<file path="config.mk">
export PLATFORM = sky130hd
export DESIGN_NAME = keypad_scanner
export DESIGN_NICKNAME = d
export VERILOG_FILES = /design/src/rtl/game_pkg.sv /design/src/rtl/key_debounce.sv /design/src/rtl/keypad_scanner.sv
export SDC_FILE = /design/constraint.sdc
export NUM_CORES = 1
export LEC_CHECK = 0
export CAP_MARGIN = 20
export CORE_MARGIN = 8
export CORE_UTILIZATION = 55
export CTS_CLUSTER_DIAMETER = 60
export DETAILED_ROUTE_END_ITERATION = 10
export PLACE_DENSITY_LB_ADDON = 0.2
export SYNTH_ARGS = -nofsm -noshare
export SYNTH_HDL_FRONTEND = slang
export SYNTH_HIERARCHICAL = 1
export SYNTH_SLANG_ARGS = --single-unit
export TNS_END_PERCENT = 20
</file>
<file path="constraint.sdc">
create_clock -name clk -period 10.3 [get_ports clk]
set_clock_uncertainty 0.2 [all_clocks]
set_input_delay 2.575 -clock clk [delete_from_list [all_inputs] [get_ports clk]]
set_output_delay 2.575 -clock clk [all_outputs]
set_load 0.01 [all_outputs]
</file>
<file path="src/rtl/game_pkg.sv">
// Shared tic-tac-toe definitions: key codes, board width, press FSM states
// and the board occupancy helper used by the keypad and game-state blocks.
package game_pkg;

   localparam int         BOARD_W  = 18;
   localparam logic [3:0] KEY_STAR = 4'd10;
   localparam logic [3:0] KEY_ZERO = 4'd11;
   localparam logic [3:0] KEY_HASH = 4'd12;

   typedef enum logic [1:0] {
      ST_IDLE = 2'd0,
      ST_EVAL = 2'd1,
      ST_HELD = 2'd2
   } press_state_e;

   // Cell k owns bits 18-2k (X) and 19-2k (O); anything that is not a cell
   // is reported as occupied so callers can never place a mark there.
   function automatic logic cell_occupied(input logic [BOARD_W-1:0] board,
                                          input logic [3:0]         code);
      logic [4:0] lo;
      logic       occ;
      lo = 5'd18 - {code, 1'b0};
      case (code)
         4'd1, 4'd2, 4'd3, 4'd4, 4'd5, 4'd6, 4'd7, 4'd8, 4'd9:
            occ = board[lo] | board[lo + 5'd1];
         KEY_STAR, KEY_ZERO, KEY_HASH:
            occ = 1'b1;
         default:
            occ = 1'b1;
      endcase
      return occ;
   endfunction

endpackage

</file>
<file path="src/rtl/key_debounce.sv">
// Frame-level debouncer: a keypad frame is accepted once it has repeated
// unchanged for DEBOUNCE_FRAMES consecutive full scans.
module key_debounce #(
   parameter int DEBOUNCE_FRAMES = 5
) (
   input  logic        clk,
   input  logic        rst_n,
   input  logic [11:0] frame,
   input  logic        frame_done,
   output logic [11:0] deb_frame,
   output logic        deb_upd
);

   localparam int            CW      = $clog2(DEBOUNCE_FRAMES + 1);
   localparam logic [CW-1:0] CNT_MAX = CW'(DEBOUNCE_FRAMES);

   logic [11:0]   prev_frame_q, prev_frame_d;
   logic [11:0]   deb_frame_q,  deb_frame_d;
   logic [CW-1:0] stable_cnt_q, stable_cnt_d;

   // Stability counting and acceptance, evaluated once per completed frame
   always_comb begin
      prev_frame_d = prev_frame_q;
      stable_cnt_d = stable_cnt_q;
      deb_frame_d  = deb_frame_q;
      deb_upd      = 1'b0;
      if (frame_done) begin
         if (frame != prev_frame_q) begin
            stable_cnt_d = {CW{1'b0}};
         end else if (stable_cnt_q == CNT_MAX) begin
            stable_cnt_d = stable_cnt_q;
         end else begin
            stable_cnt_d = stable_cnt_q + CW'(1);
         end
         prev_frame_d = frame;
         // Fire only on the frame that reaches the threshold, not while saturated
         if ((stable_cnt_d == CNT_MAX) && (stable_cnt_q != CNT_MAX)) begin
            deb_upd     = 1'b1;
            deb_frame_d = frame;
         end else begin
            deb_upd     = 1'b0;
            deb_frame_d = deb_frame_q;
         end
      end else begin
         deb_upd = 1'b0;
      end
   end

   // Debounce state registers
   always_ff @(posedge clk or negedge rst_n) begin
      if (!rst_n) begin
         prev_frame_q <= 12'd0;
         deb_frame_q  <= 12'd0;
         stable_cnt_q <= {CW{1'b0}};
      end else begin
         prev_frame_q <= prev_frame_d;
         deb_frame_q  <= deb_frame_d;
         stable_cnt_q <= stable_cnt_d;
      end
   end

   // Forward the new frame in the update cycle so the FSM decides without delay
   assign deb_frame = deb_upd ? frame : deb_frame_q;

endmodule

</file>
<file path="src/rtl/keypad_scanner.sv">
// 3x4 keypad scanner: column scan, row sampling, debounce and a press FSM
// that emits one legal-move strobe (or one reject strobe) per physical press.
module keypad_scanner
   import game_pkg::*;
#(
   parameter int SCAN_DIV        = 25000,
   parameter int DEBOUNCE_FRAMES = 5
) (
   input  logic               clk,
   input  logic               rst_n,
   input  logic               enable,
   input  logic [BOARD_W-1:0] board,
   input  logic [3:0]         key_row,
   output logic [2:0]         key_col,
   output logic [3:0]         key_data,
   output logic               key_valid,
   output logic               key_reject
);

   localparam int               CNT_W    = (SCAN_DIV > 1) ? $clog2(SCAN_DIV) : 1;
   localparam logic [CNT_W-1:0] CNT_LAST = CNT_W'(SCAN_DIV - 1);

   logic [3:0]       row_meta_q, row_sync_q;
   logic [CNT_W-1:0] cnt_q, cnt_d;
   logic [1:0]       col_q, col_d;
   logic [2:0]       key_col_q, key_col_d;
   logic [11:0]      frame_q, frame_d;
   press_state_e     state_q, state_d;
   logic [3:0]       key_data_q, key_data_d;
   logic             key_valid_q, key_valid_d;
   logic             key_reject_q, key_reject_d;

   logic             tick_s, frame_done_s;
   logic [11:0]      deb_frame_s;
   logic             deb_upd_s;
   logic [3:0]       code_s;
   logic             single_s, accept_s;

   assign tick_s       = (cnt_q == CNT_LAST);
   assign frame_done_s = tick_s && (col_q == 2'd2);

   // Two-flop synchronizer for the asynchronous row sense lines
   always_ff @(posedge clk or negedge rst_n) begin
      if (!rst_n) begin
         row_meta_q <= 4'd0;
         row_sync_q <= 4'd0;
      end else begin
         row_meta_q <= key_row;
         row_sync_q <= row_meta_q;
      end
   end

   // Dwell counter, column stepping and end-of-dwell row sampling
   always_comb begin
      cnt_d     = cnt_q;
      col_d     = col_q;
      key_col_d = key_col_q;
      frame_d   = frame_q;
      if (tick_s) begin
         cnt_d = {CNT_W{1'b0}};
         if (col_q == 2'd2) begin
            col_d = 2'd0;
         end else begin
            col_d = col_q + 2'd1;
         end
         case (col_q)
            2'd0:    {frame_d[9],  frame_d[6], frame_d[3], frame_d[0]} = row_sync_q;
            2'd1:    {frame_d[10], frame_d[7], frame_d[4], frame_d[1]} = row_sync_q;
            2'd2:    {frame_d[11], frame_d[8], frame_d[5], frame_d[2]} = row_sync_q;
            default: frame_d = frame_q;
         endcase
      end else begin
         cnt_d = cnt_q + CNT_W'(1);
      end
      case (col_d)
         2'd0:    key_col_d = 3'b110;
         2'd1:    key_col_d = 3'b101;
         2'd2:    key_col_d = 3'b011;
         default: key_col_d = 3'b110;
      endcase
   end

   // Scan state registers; the debouncer sees the frame including this tick's column
   always_ff @(posedge clk or negedge rst_n) begin
      if (!rst_n) begin
         cnt_q     <= {CNT_W{1'b0}};
         col_q     <= 2'd0;
         key_col_q <= 3'b110;
         frame_q   <= 12'd0;
      end else begin
         cnt_q     <= cnt_d;
         col_q     <= col_d;
         key_col_q <= key_col_d;
         frame_q   <= frame_d;
      end
   end

   key_debounce #(
      .DEBOUNCE_FRAMES(DEBOUNCE_FRAMES)
   ) u_debounce (
      .clk       (clk),
      .rst_n     (rst_n),
      .frame     (frame_d),
      .frame_done(frame_done_s),
      .deb_frame (deb_frame_s),
      .deb_upd   (deb_upd_s)
   );

   // Key code of the highest set bit; only meaningful when exactly one is set
   always_comb begin
      code_s = 4'd0;
      for (int i = 0; i < 12; i++) begin
         code_s = deb_frame_s[i] ? 4'(i + 1) : code_s;
      end
   end

   assign single_s = (deb_frame_s != 12'd0) &&
                     ((deb_frame_s & (deb_frame_s - 12'd1)) == 12'd0);
   assign accept_s = single_s && !cell_occupied(board, code_s);

   // Press FSM next-state and strobe decision
   always_comb begin
      state_d      = state_q;
      key_data_d   = key_data_q;
      key_valid_d  = 1'b0;
      key_reject_d = 1'b0;
      case (state_q)
         ST_IDLE: begin
            if (deb_upd_s && (deb_frame_s != 12'd0)) begin
               state_d = enable ? ST_EVAL : ST_HELD;
            end else begin
               state_d = ST_IDLE;
            end
         end
         ST_EVAL: begin
            state_d = ST_HELD;
            if (accept_s) begin
               key_valid_d = 1'b1;
               key_data_d  = code_s;
            end else begin
               key_reject_d = 1'b1;
            end
         end
         ST_HELD: begin
            if (deb_upd_s && (deb_frame_s == 12'd0)) begin
               state_d = ST_IDLE;
            end else begin
               state_d = ST_HELD;
            end
         end
         default: state_d = ST_IDLE;
      endcase
   end

   // Press FSM state and registered outputs
   always_ff @(posedge clk or negedge rst_n) begin
      if (!rst_n) begin
         state_q      <= ST_IDLE;
         key_data_q   <= 4'd0;
         key_valid_q  <= 1'b0;
         key_reject_q <= 1'b0;
      end else begin
         state_q      <= state_d;
         key_data_q   <= key_data_d;
         key_valid_q  <= key_valid_d;
         key_reject_q <= key_reject_d;
      end
   end

   assign key_col    = key_col_q;
   assign key_data   = key_data_q;
   assign key_valid  = key_valid_q;
   assign key_reject = key_reject_q;

endmodule

</file>
Word level (Yosys, flattened, before mapping)

Cells that the tools add are included.
W data, S select, Z words.

Register bits after elaboration: 75
Input port bits: 25

Multiplexer cells: 48
Reductions and logical operators: 15
Order comparisons: 2
Equality and inequality tests: 20
Bitwise logic cells: 2
Add/sub/neg operators: 6

Operator list:

| cell                    | count |
|---|---|
| $logic_not A12 Y1       | 2 |
| $mux W12                | 2 |
| $mux W1                 | 22 |
| $mux W3                 | 7 |
| $mux W4                 | 5 |
| $eq A4 B3 Y1 const B    | 4 |
| $add A15 B1 Y15 const B | 1 |
| $eq A15 B15 Y1 const B  | 1 |
| $mux W15                | 1 |
| $mux W2                 | 7 |
| $and A12 B12 Y12        | 1 |
| $lt A5 B6 Y1 const B    | 2 |
| $ne A12 B12 Y1          | 1 |
| $reduce_bool A12 Y1     | 1 |
| $sub A12 B1 Y12 const B | 1 |
| $bmux W1 S5             | 2 |
| $reduce_or A9 Y1        | 1 |
| $eq A4 B2 Y1 const B    | 2 |
| $eq A4 B4 Y1 const B    | 2 |
| $eq A2 B1 Y1 const B    | 3 |
| $eq A2 B2 Y1 const B    | 3 |
| $eq A3 B3 Y1 const B    | 2 |
| $logic_and A1 B1 Y1     | 6 |
| $pmux W2 S3             | 1 |
| 11 further kinds        | 13 |

Logic depth before layout (Yosys ltp)

Gate-level depths: netlist of the first run.

Depth after elaboration: 33
Mapped depth: 23
Mapped depth without buffers: 22

Cells and area by module

The synthesis of the first run kept the hierarchy.

By module, submodules not included:

| module         | seq. area each (um^2) | area each (um^2) | cells each | times used |
|---|---|---|---|---|
| keypad_scanner | 1203.7                | 2298.5           | 210        | 1 |
| key_debounce   | 675.6                 | 1327.5           | 94         | 1 |

Worst setup path before layout of the first run

OpenSTA, ideal clock, no wires.

Kind: flip-flop to flip-flop
Start: register cnt_q[6]
End: register key_data_q[1], in the netlist key_data[1]
Slack: 4.197 ns
Buffers on the path: 1
Stages on the path, launching flop included: 23
Arrival: 5.778 ns
Data required time: 9.975 ns
Clock period less this slack: 6.103 ns
Cells stage by stage: dfrtp_1 -> nor4_1 -> nand2_1 -> nor4_1 -> nand2_1 -> nor2_1 -> mux2_2 -> xor2_1 -> nor4_4 -> nand4_2 -> buf_6 -> mux2_4 -> o311ai_1 -> and2_1 -> nor2b_1 -> inv_1 -> ha_1 -> xnor2_1 -> o21ai_1 -> o311ai_0 -> a211o_1 -> a31oi_4 -> mux2_4

Elaborated cells on any way between the ends: 49
Those cells by class: 3 x add/sub; 12 x eq/ne; 23 x mux; 2 x bitwise; 9 x reduce/logical

RTL lines:

| what                               | line                  | RTL |
|---|---|---|
| start, declared                    | keypad_scanner.sv:24  | `logic [CNT_W-1:0] cnt_q, cnt_d;` |
| start signal, assigned             | keypad_scanner.sv:86  | `cnt_q <= {CNT_W{1'b0}};` |
| start signal, assigned             | keypad_scanner.sv:91  | `cnt_q <= cnt_d;` |
| $eq A15 B15 Y1 (*)                 | keypad_scanner.sv:39  | `assign tick_s = (cnt_q == CNT_LAST);` |
| $mux W12 (*)                       | keypad_scanner.sv:59  | `if (tick_s) begin` |
| named net frame_d[1]               | keypad_scanner.sv:27  | `logic [11:0] frame_q, frame_d;` |
| $ne A12 B12 Y1 (*)                 | key_debounce.sv:28    | `if (frame != prev_frame_q) begin` |
| $mux W3 (*)                        | key_debounce.sv:28    |  |
| $mux W3 (*)                        | key_debounce.sv:27    | `if (frame_done) begin` |
| $eq A3 B3 Y1 (*)                   | key_debounce.sv:37    | `if ((stable_cnt_d == CNT_MAX) && (stable_cnt_q != CNT_MAX)) begin` |
| $logic_and A1 B1 Y1 (*)            | key_debounce.sv:37    |  |
| (+3 left out)                      | -                     |  |
| named net deb_frame_s[3]           | keypad_scanner.sv:34  | `logic [11:0] deb_frame_s;` |
| (+10 left out)                     | -                     |  |
| $add A5 B1 Y5                      | game_pkg.sv:25        | `occ = board[lo] \| board[lo + 5'd1];` |
| $bmux W1 S5                        | game_pkg.sv:25        |  |
| $mux W1 (not written as such)      | game_pkg.sv:25        |  |
| $or A1 B1 Y1                       | game_pkg.sv:25        |  |
| $mux W1                            | game_pkg.sv:23        | `case (code)` |
| $logic_not A1 Y1                   | keypad_scanner.sv:119 | `assign accept_s = single_s && !cell_occupied(board, code_s);` |
| $logic_and A1 B1 Y1                | keypad_scanner.sv:119 |  |
| $reduce_and A2 Y1 (no source line) | -                     |  |
| end signal, assigned               | keypad_scanner.sv:164 | `key_data_q <= key_data_d;` |
| end, declared                      | keypad_scanner.sv:29  | `logic [3:0] key_data_q, key_data_d;` |

The timed path passes the listed nets; every way through them passes the cells marked *. The select of a mux whose other input is x is not followed.
A chain may end at the register's enable or synchronous reset.

Worst setup path after layout of the first run

Start: register cnt_q[11]
End: register key_data_q[3], in the netlist key_data[3]

Elaborated cells on any way between the ends: 49
Those cells by class: 3 x add/sub; 12 x eq/ne; 23 x mux; 2 x bitwise; 9 x reduce/logical

RTL lines:

| what                                   | line                  | RTL |
|---|---|---|
| $eq A15 B15 Y1 (*)                     | keypad_scanner.sv:39  |  |
| $logic_and A1 B1 Y1 (*)                | keypad_scanner.sv:40  | `assign frame_done_s = tick_s && (col_q == 2'd2);` |
| named net frame_done_s                 | keypad_scanner.sv:33  | `logic tick_s, frame_done_s;` |
| $mux W1 (*)                            | key_debounce.sv:27    |  |
| $mux W12 (*)                           | key_debounce.sv:63    | `assign deb_frame = deb_upd ? frame : deb_frame_q;` |
| named net deb_frame_s[3]               | keypad_scanner.sv:34  |  |
| $mux W3 (4 in series)                  | keypad_scanner.sv:113 | `code_s = deb_frame_s[i] ? 4'(i + 1) : code_s;` |
| $mux W4 (5 in series)                  | keypad_scanner.sv:113 |  |
| $sub A5 B5 Y5                          | game_pkg.sv:22        | `lo = 5'd18 - {code, 1'b0};` |
| $add A5 B1 Y5                          | game_pkg.sv:25        |  |
| $bmux W1 S5                            | game_pkg.sv:25        |  |
| $mux W1 (not written as such)          | game_pkg.sv:25        |  |
| $or A1 B1 Y1                           | game_pkg.sv:25        |  |
| $mux W1                                | game_pkg.sv:23        |  |
| $logic_not A1 Y1                       | keypad_scanner.sv:119 |  |
| $logic_and A1 B1 Y1 (*)                | keypad_scanner.sv:119 |  |
| $reduce_and A2 Y1 (no source line) (*) | -                     |  |

Marked as above.

==> results of run 1 <==
[through the flow]
step | setup WS, ns | utilization | area [um2]
floorplan | 4.20 | - | 3630
CTS | 3.22 | 0.664 | 4220
global route | 2.66 | 0.664 | 4220
global placement | 3.50 | 0.636 | 4040
detailed placement | 3.27 | 0.636 | 4040
finish | 3.23 | 0.664 | 4220
[placed cells by master, fill, tap and decap left out, drive strengths merged, types with 5 or more instances in the layout]
master,n
ha,6
nand2b,5
inv,15
nor2,31
xor2,22
xnor2,5
nor4,11
o21ai,7
nand2,15
mux2,39
a21oi,9
clkbuf,10
clkdlybuf4s50,32
dfrtp,73
nand3,10
[worst max-delay path: cells and delay by family (launching register included)]
family,cells,cell delay [ns]
multiplexers,3,1.25
AO/OA/AOI/OAI,4,1.34
flip-flops,1,0.42
adder cells (fa/ha/maj),1,0.29
buffers and inverters,3,0.45
AND/OR/NAND/NOR,8,2.83
XOR/XNOR,1,0.18
[state kept, by name, indices dropped and copies added (netlist names)]
register,count
row_sync_q,4
key_valid,1
u_debounce/stable_cnt_q,3
key_reject,1
key_data,4
u_debounce/prev_frame_q,12
state_q,2
frame_q,12
u_debounce/deb_frame_q,12
row_meta_q,4
cnt_q,15
key_col,3
col_q,2
[power by group]
| part | internal (mW) | total, mW | switching, mW |
|---|---|---|---|
| sequential | 0.296 | 0.297 | 0.000835 |
| combinational | 0.00882 | 0.0164 | 0.00757 |
| clock | 0.0933 | 0.200 | 0.107 |
[cells by family after synthesis]
| family | share of synthesized area |
|---|---|
| AO/OA/AOI/OAI | 0.0776 |
| XOR/XNOR | 0.0652 |
| multiplexers | 0.145 |
| buffers and inverters | 0.0228 |
| AND/OR/NAND/NOR | 0.151 |
| flip-flops | 0.518 |
| adder cells (fa/ha/maj) | 0.0207 |
[final timing paths]
check | start | endpoint | slack [ns] | cells after the start
worst max-delay path | cnt_q[11]$_DFF_PN0_ | key_data[3]$_DFFE_PN0P_ | 3.23 | 20
worst min-delay path | row_meta_q[2]$_DFF_PN0_ | row_sync_q[2]$_DFF_PN0_ | 0.15 | 0
worst max register to register | cnt_q[11]$_DFF_PN0_ | key_data[3]$_DFFE_PN0P_ | 3.23 | 20
worst min register to register | row_meta_q[2]$_DFF_PN0_ | row_sync_q[2]$_DFF_PN0_ | 0.15 | 0
max in group asynchronous | rst_n | u_debounce/deb_frame_q[4]$_DFFE_PN0P_ | 7.07 | 2
min in group asynchronous | rst_n | cnt_q[0]$_DFF_PN0_ | 2.25 | 2
[area by class of cell]
type	instances	area, um2
Clock buffer	10	138
Clock inverter	5	37.5
Fill cell	484	2130
Inverter	14	52.6
Multi-Input combinational cell	209	1660
Sequential cell	75	1880
Tap cell	77	96.3
Timing Repair Buffer	36	348
[layer usage]
metal	share of wire	vias to the layer above	wire length, um
li1	-	1161	-
met1	0.45	1180	3170
met4	0.012	0	87
met5	0	-	0
met3	0.039	8	274
met2	0.50	46	3480
==> metrics, run 1 <==
worst slew pin tran=between 0.9 and 1 ns; largest cells by area after synthesis=dfrtp_1, mux2_2, xor2_1, mux2_4, nor2_1; antenna violations before repair=0; post-synth top area cell=dfrtp_1; Yosys warning count=6; wire length per cell=around 16 um; vias=2,395; die height=a little under 100 um; Power Dens Cells=122 mW/mm2; EDFF count, synth=0; fin cells=426; status=finished clean; Skew-Pair Late Insertion Delay=0.35 ns; DRT Pass-1 Iters=4; setup bufs post-CTS=0; layout cell share with drive strength beyond 1=0.209; Post-DP HPWL=5130 um; nets=roughly 380; Avg Synthesized Cell Area=11.9 um2; Post-synth top flop=dfrtp_1; largest net degree at the start of global routing=between 70 and 80; worst endpoint data arrival time=7.11 ns; row count=29; final total power=0.513 mW; Clock transition at path regs=0.08 ns; Syn-to-layout area delta=16.3%; CTS Hold Bufs=0; grt met1 use=0.192; Core Area=0.00635 mm2; Root Buffer=clkbuf_8; Clock Path Buffers=2; CTS buffer count=9; Port Buffer Count=33; Fin. Hold Viols=0; crit start category=flip-flop; Worst Path Max Fanout=21; Max-Cap Viols=0; Leakage=2.01 nW; first-pass GRT wire length=12,100 um; max-slew violation count=0; max_slew headroom=0.397; global placement routability congestion=0.938; drt drc=0; most common cell in the netlist=dfrtp_1; grt peak-use layer=met2; Antenna Nets Post-Route=0; unrepaired setup endpoints after global routing=no; Tmin final=7.07 ns; vias in the first global route=2,545; period utilization=0.687; post_cts resized=0; DRT Wirelength=7020 um; Starting Density=0.571; Fin Hold WS=0.150 ns; sequential-to-total area share from yosys stat=0.518; clk sinks=75; synth unique cells=58; Starting DRT DRC Count=103; FMAX=between 100 and 150 MHz; Crit Path Class=flip-flop to flip-flop; met3 Use GR=0.0434; I/O pin count=34; Hold WC Path Type=flip-flop to flip-flop; Max rail drop VDD=85.1 uV; Diodes inserted=0; area of the mapped netlist=approximately 0.0036 mm2; H-tree Lvls=3; required time worst endpoint=10.33 ns; CP endpoint kind=flip-flop; CP peak stage delay=around 0.64 ns; die area=0.00945 mm2; die width=approximately 97 um; CTS tree=built; Post-synth top cells=dfrtp_1, nor2_1, mux2_2; asr flop ratio synth=1.00; crit path max-delay cell type=or4_1; Fin Setup TNS=0 ns; grt ovf=0; dpl cells=411; Via density=5.62; GRT Total Usage=0.156; Final setup viols=0; Mapped Nets=335; Critical Path, Cell by Cell=nor4bb_1 > nand2_1 > or4_1 > nor3b_2 > buf_4 > mux2_2 > xor2_1 > nor4_2 > nand4_2 > mux2_4 > o311ai_1 > and2_1 > nor2b_1 > inv_1 > ha_1 > inv_1 > o21ai_0 > o41ai_1 > a31oi_4 > mux2_4; Mapped Cells=304; GR Util met2=0.251; Seq cells post-synth=75; top-area cell type share of the netlist area=0.504
Power figures use the tool's default switching activity.
==> run 2: changes to the inputs <==
Settings changed: CORE_UTILIZATION 55 to 51.
Clock period 10.3 ns to 6.1 ns, I/O delays scaled along.
==> run 2 against run 1 <==
  * Wire length rose by 7.3%
  * Power is 78% higher
  * Non-clock buffer count grew 31
  * Largest cell class unchanged
  * First-iteration DRC count shrank 21%
  * Clock power rose by 93%
  * Global-route usage shrank 0.086 points
  * Via count is 7.0% higher
  * Highest routed layer unchanged
  * Hold slack got worse by 0.0020 ns
  * Sequential share of layout area shrank 3.6 points
==> metrics, run 2 (synthesis results as in run 1) <==
vias=2,562 (+7.0%); Diodes inserted=0 (unchanged); commonest non-fill, non-tap cell in the layout=dfrtp_1; CTS tree=built; first-pass GRT wire length=12,300 um (+1.5%); Critical Path Start=cnt_q[12]$_DFF_PN0_; antenna violations before repair=0 (unchanged); Fin. Hold Viols=0 (unchanged); Syn-to-layout area delta=26.3%; worst path buffer plus inverter count=3 (unchanged); CTS buffer count=9 (unchanged); I/O pin count=34 (unchanged); period utilization=0.954 (+0.268); Setup WS post-layout=0.279 ns (-2.95 ns); worst slew pin tran=0.925 ns (+0.0209 ns); Leakage=2.20 nW (+9.5%); Biggest register=cnt_q; final total power=0.914 mW (+78%); Critical Path, Cell by Cell=nor4bb_2 > nand2_1 > or4_4 > nor3_4 > mux2_2 > xor2_1 > nor4_2 > nand4_4 > buf_6 > buf_4 > mux2_4 > buf_4 > nor4_2 > a21oi_1 > ha_1 > xnor2_1 > o21ai_1 > o311ai_1 > a211o_1 > and3_1 > o311a_2; Worst path depth=21 (+5.0%); Post-DP HPWL=5380 um (+4.8%); DRT Wirelength=7530 um (+7.3%); Port Buffer Count=33 (unchanged); design area=0.00458 mm2 (+8.7%); wire length per cell=15.8 um (-4.2%); Starting DRT DRC Count=81 (-21%); CP peak stage delay=0.48 ns (-0.16 ns); H-tree Lvls=3 (unchanged); vias in the first global route=2,600 (+2.2%); crit path max-delay cell type=or4_4; Max-Cap Viols=0 (unchanged); Clock Path Buffers=2 (unchanged); cell family with most CP delay=simple AND/OR/NAND/NOR gates; Root Buffer=clkbuf_8; Cells on Worst Hold Path=0 (unchanged); global placement routability congestion=0.884 (-5.8%); die area=0.0101 mm2 (+6.5%); Fillers=515 (+6.4%); Skew-Pair Late Insertion Delay=0.35 ns (about the same); Worst Path Max Fanout=8 (-62%); crit start category=flip-flop; largest net degree at the start of global routing=76 (unchanged); Starting Density=0.531 (-0.0403); Tmin final=5.82 ns (-1.25 ns); fin cells=477 (+12%); Crit Path Class=flip-flop to flip-flop; Fin Hold WS=0.148 ns (-0.00197 ns); status=finished clean; Final setup viols=0 (unchanged); CP endpoint kind=flip-flop; required time worst endpoint=6.13 ns (-4.20 ns); die width=100 um (+3.2%); Power Dens Cells=200 mW/mm2 (+64%); clk sinks=75 (unchanged); layout cell share with drive strength beyond 1=0.299 (+0.0900); reg-to-reg startpoint=cnt_q[12]$_DFF_PN0_; Clock transition at path regs=0.08 ns (about the same); max FFs per register=15 (unchanged); Layout Utilization=0.671 (+0.00667); worst endpoint data arrival time=5.85 ns (-1.26 ns); dpl cells=454 (+10%); Antenna Nets Post-Route=0 (unchanged); grt ovf=0 (unchanged); max_slew headroom=0.383 (-0.0139); Max rail drop VDD=165 uV (+94%); CTS Hold Bufs=0 (unchanged); die height=100 um (+3.2%); dpl ws=-0.0703 ns (-3.34 ns); Fin Setup TNS=0 ns (unchanged); row count=30 (+3.4%); dpl cell area=0.00425 mm2 (+5.3%); Core Area=0.00683 mm2 (+7.6%); hold_sp=row_meta_q[3]$_DFF_PN0_; nets=407 (+8.2%); DRT Pass-1 Iters=4 (unchanged); Hold WC Path Type=flip-flop to flip-flop; most frequent cells in the layout=dfrtp_1, clkdlybuf4s50_1, buf_4; FMAX=172 MHz (+22%); Register-to-Register Path Depth=21 (+5.0%); drt drc=0 (unchanged); max-slew violation count=0 (unchanged); GRT Total Usage=0.155 (-0.000855); Via density=5.37 (-4.5%)
## run 2: changes by cell type in the layout (fill, tap and decap cells not counted), sizes merged
cell / delta
inv: -1
bufinv: +1
clkinv: +1
buf: +31
clkbuf: +2
clkinvlp: -2
## run 2: final timing paths
kind / to / slack (ns)
hold reg to reg: row_sync_q[3]$_DFF_PN0_ / 0.15
setup / recovery: key_reject$_DFF_PN0_ / 0.28
hold / removal: row_sync_q[3]$_DFF_PN0_ / 0.15
setup reg to reg: key_reject$_DFF_PN0_ / 0.28
max in group asynchronous: key_data[1]$_DFFE_PN0P_ / 3.98
min in group asynchronous: u_debounce/stable_cnt_q[2]$_DFFE_PN0P_ / 1.11
## run 2: worst reg2reg max path, stage by stage (launching register included)
cell and delay (ns):
dfrtp_1 0.40, nor4bb_2 0.31, nand2_1 0.13, or4_4 0.48
nor3_4 0.25, mux2_2 0.43, xor2_1 0.18, nor4_2 0.46
nand4_4 0.22, buf_6 0.20, buf_4 0.13, mux2_4 0.30
buf_4 0.17, nor4_2 0.18, a21oi_1 0.17, ha_1 0.28
xnor2_1 0.14, o21ai_1 0.11, o311ai_1 0.11, a211o_1 0.28
and3_1 0.18, o311a_2 0.38
## run 2: power by group
group,total [mW],switching (mW),leakage (nW),internal [mW]
registers,0.501,0.00163,0.993,0.500
logic,0.0275,0.0129,1.11,0.0146
clock network,0.386,0.175,0.106,0.211
## run 2: repair_timing
action	in CTS	in global routing
gates resized for setup	2	15
hold endpoints to repair	0	0
pin swaps	0	11
setup buffers	0	7
endpoints found under the setup margin	4	6
gates cloned	0	0
## run 2: routing by layer
metal,GRT usage,wire length [um],vias to the layer above,share of wire
li1,-,-,1224,-
met2,0.243,3690,46,0.49
met1,0.197,3490,1281,0.46
met5,0,0,-,0
met4,0.0558,102,0,0.014
met3,0.0478,245,11,0.033
## run 2: cell type report
cell class	count	area, um2	share of cell area
flip-flops and latches	75	1880	0.410
multi-input cells	209	1730	0.378
repair buffers	67	594	0.130
clock buffers	12	155	0.0339
well taps	96	120	0.0262
inverters	14	52.6	0.0115
clock inverters	4	48.8	0.0107
==> run 3: changes to the inputs <==
Clock period 6.1 ns to 4.9 ns, I/O delays scaled along.
==> run 3 against run 2 <==
  * The flow now finishes with violations (setup timing)
  * Cell count rose by 9.4%
  * Via count rose by 5.7%
  * Final area rose by 9.8%
  * Clock power rose by 24%
  * Register-to-register slack got worse by 0.93 ns
  * Clock-buffer cell count fell by 1
  * Sequential power rose by 25%
  * Hold slack improved by 0.0040 ns
  * Utilization rose by 6.5 points
==> metrics, run 3 (synthesis results as in run 1) <==
Root Buffer=clkbuf_8; Comb pwr share=0.030 (about the same); period utilization=1.13 (+0.178); Tmin final=5.55 ns (-0.271 ns); unrepaired setup endpoints after global routing=yes; worst slew pin tran=0.914 ns (-0.0117 ns); Min-Delay Endpoint=row_sync_q[0]$_DFF_PN0_; worst endpoint data arrival time=5.57 ns (-0.28 ns); CTS Hold Bufs=0 (unchanged); CP endpoint kind=flip-flop; Seq pwr share=0.550 (+0.002); Post-DP HPWL=5820 um (+8.2%); CTS buffer count=9 (unchanged); multi-input logic area=0.00184 mm2 (+6.1%); largest net degree at the start of global routing=76 (unchanged); vias in the first global route=2,872 (+10%); die area=0.0101 mm2 (unchanged); Skew-Pair Late Insertion Delay=0.34 ns (about the same); Syn-to-layout area delta=38.6%; Starting Density=0.531 (unchanged); Leakage=2.48 nW (+13%); Hold WC Path Type=flip-flop to flip-flop; Max rail drop VDD=169 uV (+2.6%); nets=452 (+11%); design area=0.00503 mm2 (+9.8%); failing checks=setup timing; wire length per cell=15.3 um (-2.9%); Fin. Hold Viols=0 (unchanged); antenna violations before repair=0 (unchanged); Biggest register=cnt_q; Internal Power=0.891 mW (+23%); Final setup viols=6 (+6); crit start category=flip-flop; die width=100 um (unchanged); max FFs per register=15 (unchanged); DRT Wirelength=8000 um (+6.3%); Cells on Worst Hold Path=0 (unchanged); GRT Total Usage=0.173 (+0.0174); Clock transition at path regs=0.08 ns (about the same); DRT Pass-1 Iters=4 (unchanged); most frequent cells in the layout=buf_4, dfrtp_1, clkdlybuf4s50_1; Clock power frac=0.420 (-0.002); Switching Share=0.214 (+0.00748); status=finished, violations left; row count=30 (unchanged); clk sinks=75 (unchanged); vias=2,709 (+5.7%); Power Dens Cells=226 mW/mm2 (+13%); Max-Cap Viols=0 (unchanged); grt ovf=0 (unchanged); Diodes inserted=0 (unchanged); Starting DRT DRC Count=109 (+35%); Worst Path Max Fanout=12 (+4); hold_sp=row_meta_q[0]$_DFF_PN0_; required time worst endpoint=4.92 ns (-1.21 ns); dpl cell area=0.00473 mm2 (+11%); die height=100 um (unchanged); H-tree Lvls=3 (unchanged); CTS tree=built; global placement routability congestion=0.816 (-7.7%); reg-to-reg startpoint=cnt_q[10]$_DFF_PN0_; Reg2Reg Setup Slack=-0.65 ns (-0.93 ns); layout cell share with drive strength beyond 1=0.392 (+0.0928); first-pass GRT wire length=13,700 um (+11%); FF+latch area=0.00188 mm2 (unchanged); max-slew violation count=0 (unchanged); Setup WS post-layout=-0.651 ns (-0.929 ns); end of the worst register-to-register path=key_reject$_DFF_PN0_; dpl ws=-0.815 ns (-0.745 ns); drt drc=0 (unchanged); I/O pin count=34 (unchanged); Via density=5.19 (-3.4%); Antenna Nets Post-Route=0 (unchanged); Clock Path Buffers=2 (unchanged); Port Buffer Count=33 (unchanged); Register-to-Register Path Depth=22 (+4.8%); FMAX=180 MHz (+4.9%); Fillers=482 (-6.4%); commonest non-fill, non-tap cell in the layout=buf_4; Crit Path Class=flip-flop to flip-flop; Core Area=0.00683 mm2 (unchanged); Switch Pwr=0.243 mW (+29%); max_slew headroom=0.391 (+0.00783)
[run 3: cell count changes in the layout (fill, tap and decap cells not counted), sizes merged]
cell      delta
clkinv       -1
clkinvlp     +1
buf         +45
inv          +1
clkbuf       -1
[run 3: stage by stage]
stage,hold slack [ns],instances,TNS [ns],util,total power [mW]
2_1_floorplan,0.131,304,-3.27,-,0.639
3_3_place_gp,0.133,502,-4.06,0.692,0.670
3_5_place_dp,0.135,502,-4.58,0.692,0.671
4_1_cts,0.153,518,-3.67,0.725,1.15
5_1_grt,0.162,522,-5.41,0.736,1.18
6_report,0.152,522,-3.48,0.736,1.13
[run 3: cell type report]
| class | count | share of cell area |
|---|---|---|
| repair buffers | 112 | 0.186 |
| clock inverters | 5 | 0.0119 |
| clock buffers | 11 | 0.0281 |
| well taps | 96 | 0.0239 |
| multi-input cells | 209 | 0.365 |
| inverters | 14 | 0.0105 |
| flip-flops and latches | 75 | 0.374 |
[run 3: timing repair]
action                     CTS  global route
cloned                       0             0
hold endpoints to repair     0             0
pin swaps                    2             3
setup buffers                0             4
resized for setup            5             7
setup endpoints to repair    8             8
[run 3: how the worst max path moves through the flow]
| stage | startpoint | to | depth (start not counted) |
|---|---|---|---|
| floorplan | cnt_q[4]$_DFF_PN0_ | key_data[1]$_DFFE_PN0P_ | 22 |
| global placement | cnt_q[4]$_DFF_PN0_ | key_data[3]$_DFFE_PN0P_ | 22 |
| detailed placement | cnt_q[4]$_DFF_PN0_ | key_data[1]$_DFFE_PN0P_ | 22 |
| CTS | cnt_q[4]$_DFF_PN0_ | key_reject$_DFF_PN0_ | 22 |
| global route | cnt_q[10]$_DFF_PN0_ | key_reject$_DFF_PN0_ | 22 |
| finish | cnt_q[10]$_DFF_PN0_ | key_reject$_DFF_PN0_ | 22 |
[run 3: power groups by stage]
stage / combinational [mW] / sequential [mW] / clock (mW)
after global routing: 0.0385 / 0.624 / 0.515
after CTS: 0.0350 / 0.624 / 0.489
after floorplan: 0.00338 / 0.635 / 0
after detailed placement: 0.0349 / 0.636 / 0
after global placement: 0.0343 / 0.636 / 0
final: 0.0338 / 0.624 / 0.477
[run 3: worst max-delay path, cell delays in order (launching register included)]
cell and delay [ns]:
dfrtp_1 0.39, nor4_2 0.29, nand2_1 0.11, or4_4 0.50, nor3b_4 0.22, buf_6 0.17
mux2_4 0.32, xor2_2 0.17, nor4_4 0.34, nand4_2 0.17, buf_12 0.19, mux2_4 0.33
o311ai_4 0.30, and2_4 0.19, nor2b_4 0.14, inv_2 0.05, ha_4 0.16, xnor2_1 0.12
o21ai_1 0.11, o311ai_1 0.11, a211o_1 0.29, and3_1 0.19, o311a_2 0.38
[run 3: layer usage]
metal / vias up / track usage / wire, um
met1: 1327 / 0.216 / 3710
li1: 1316 / - / -
met4: 0 / 0.0674 / 152
met3: 11 / 0.0401 / 286
met2: 55 / 0.281 / 3850
met5: - / 0 / 0
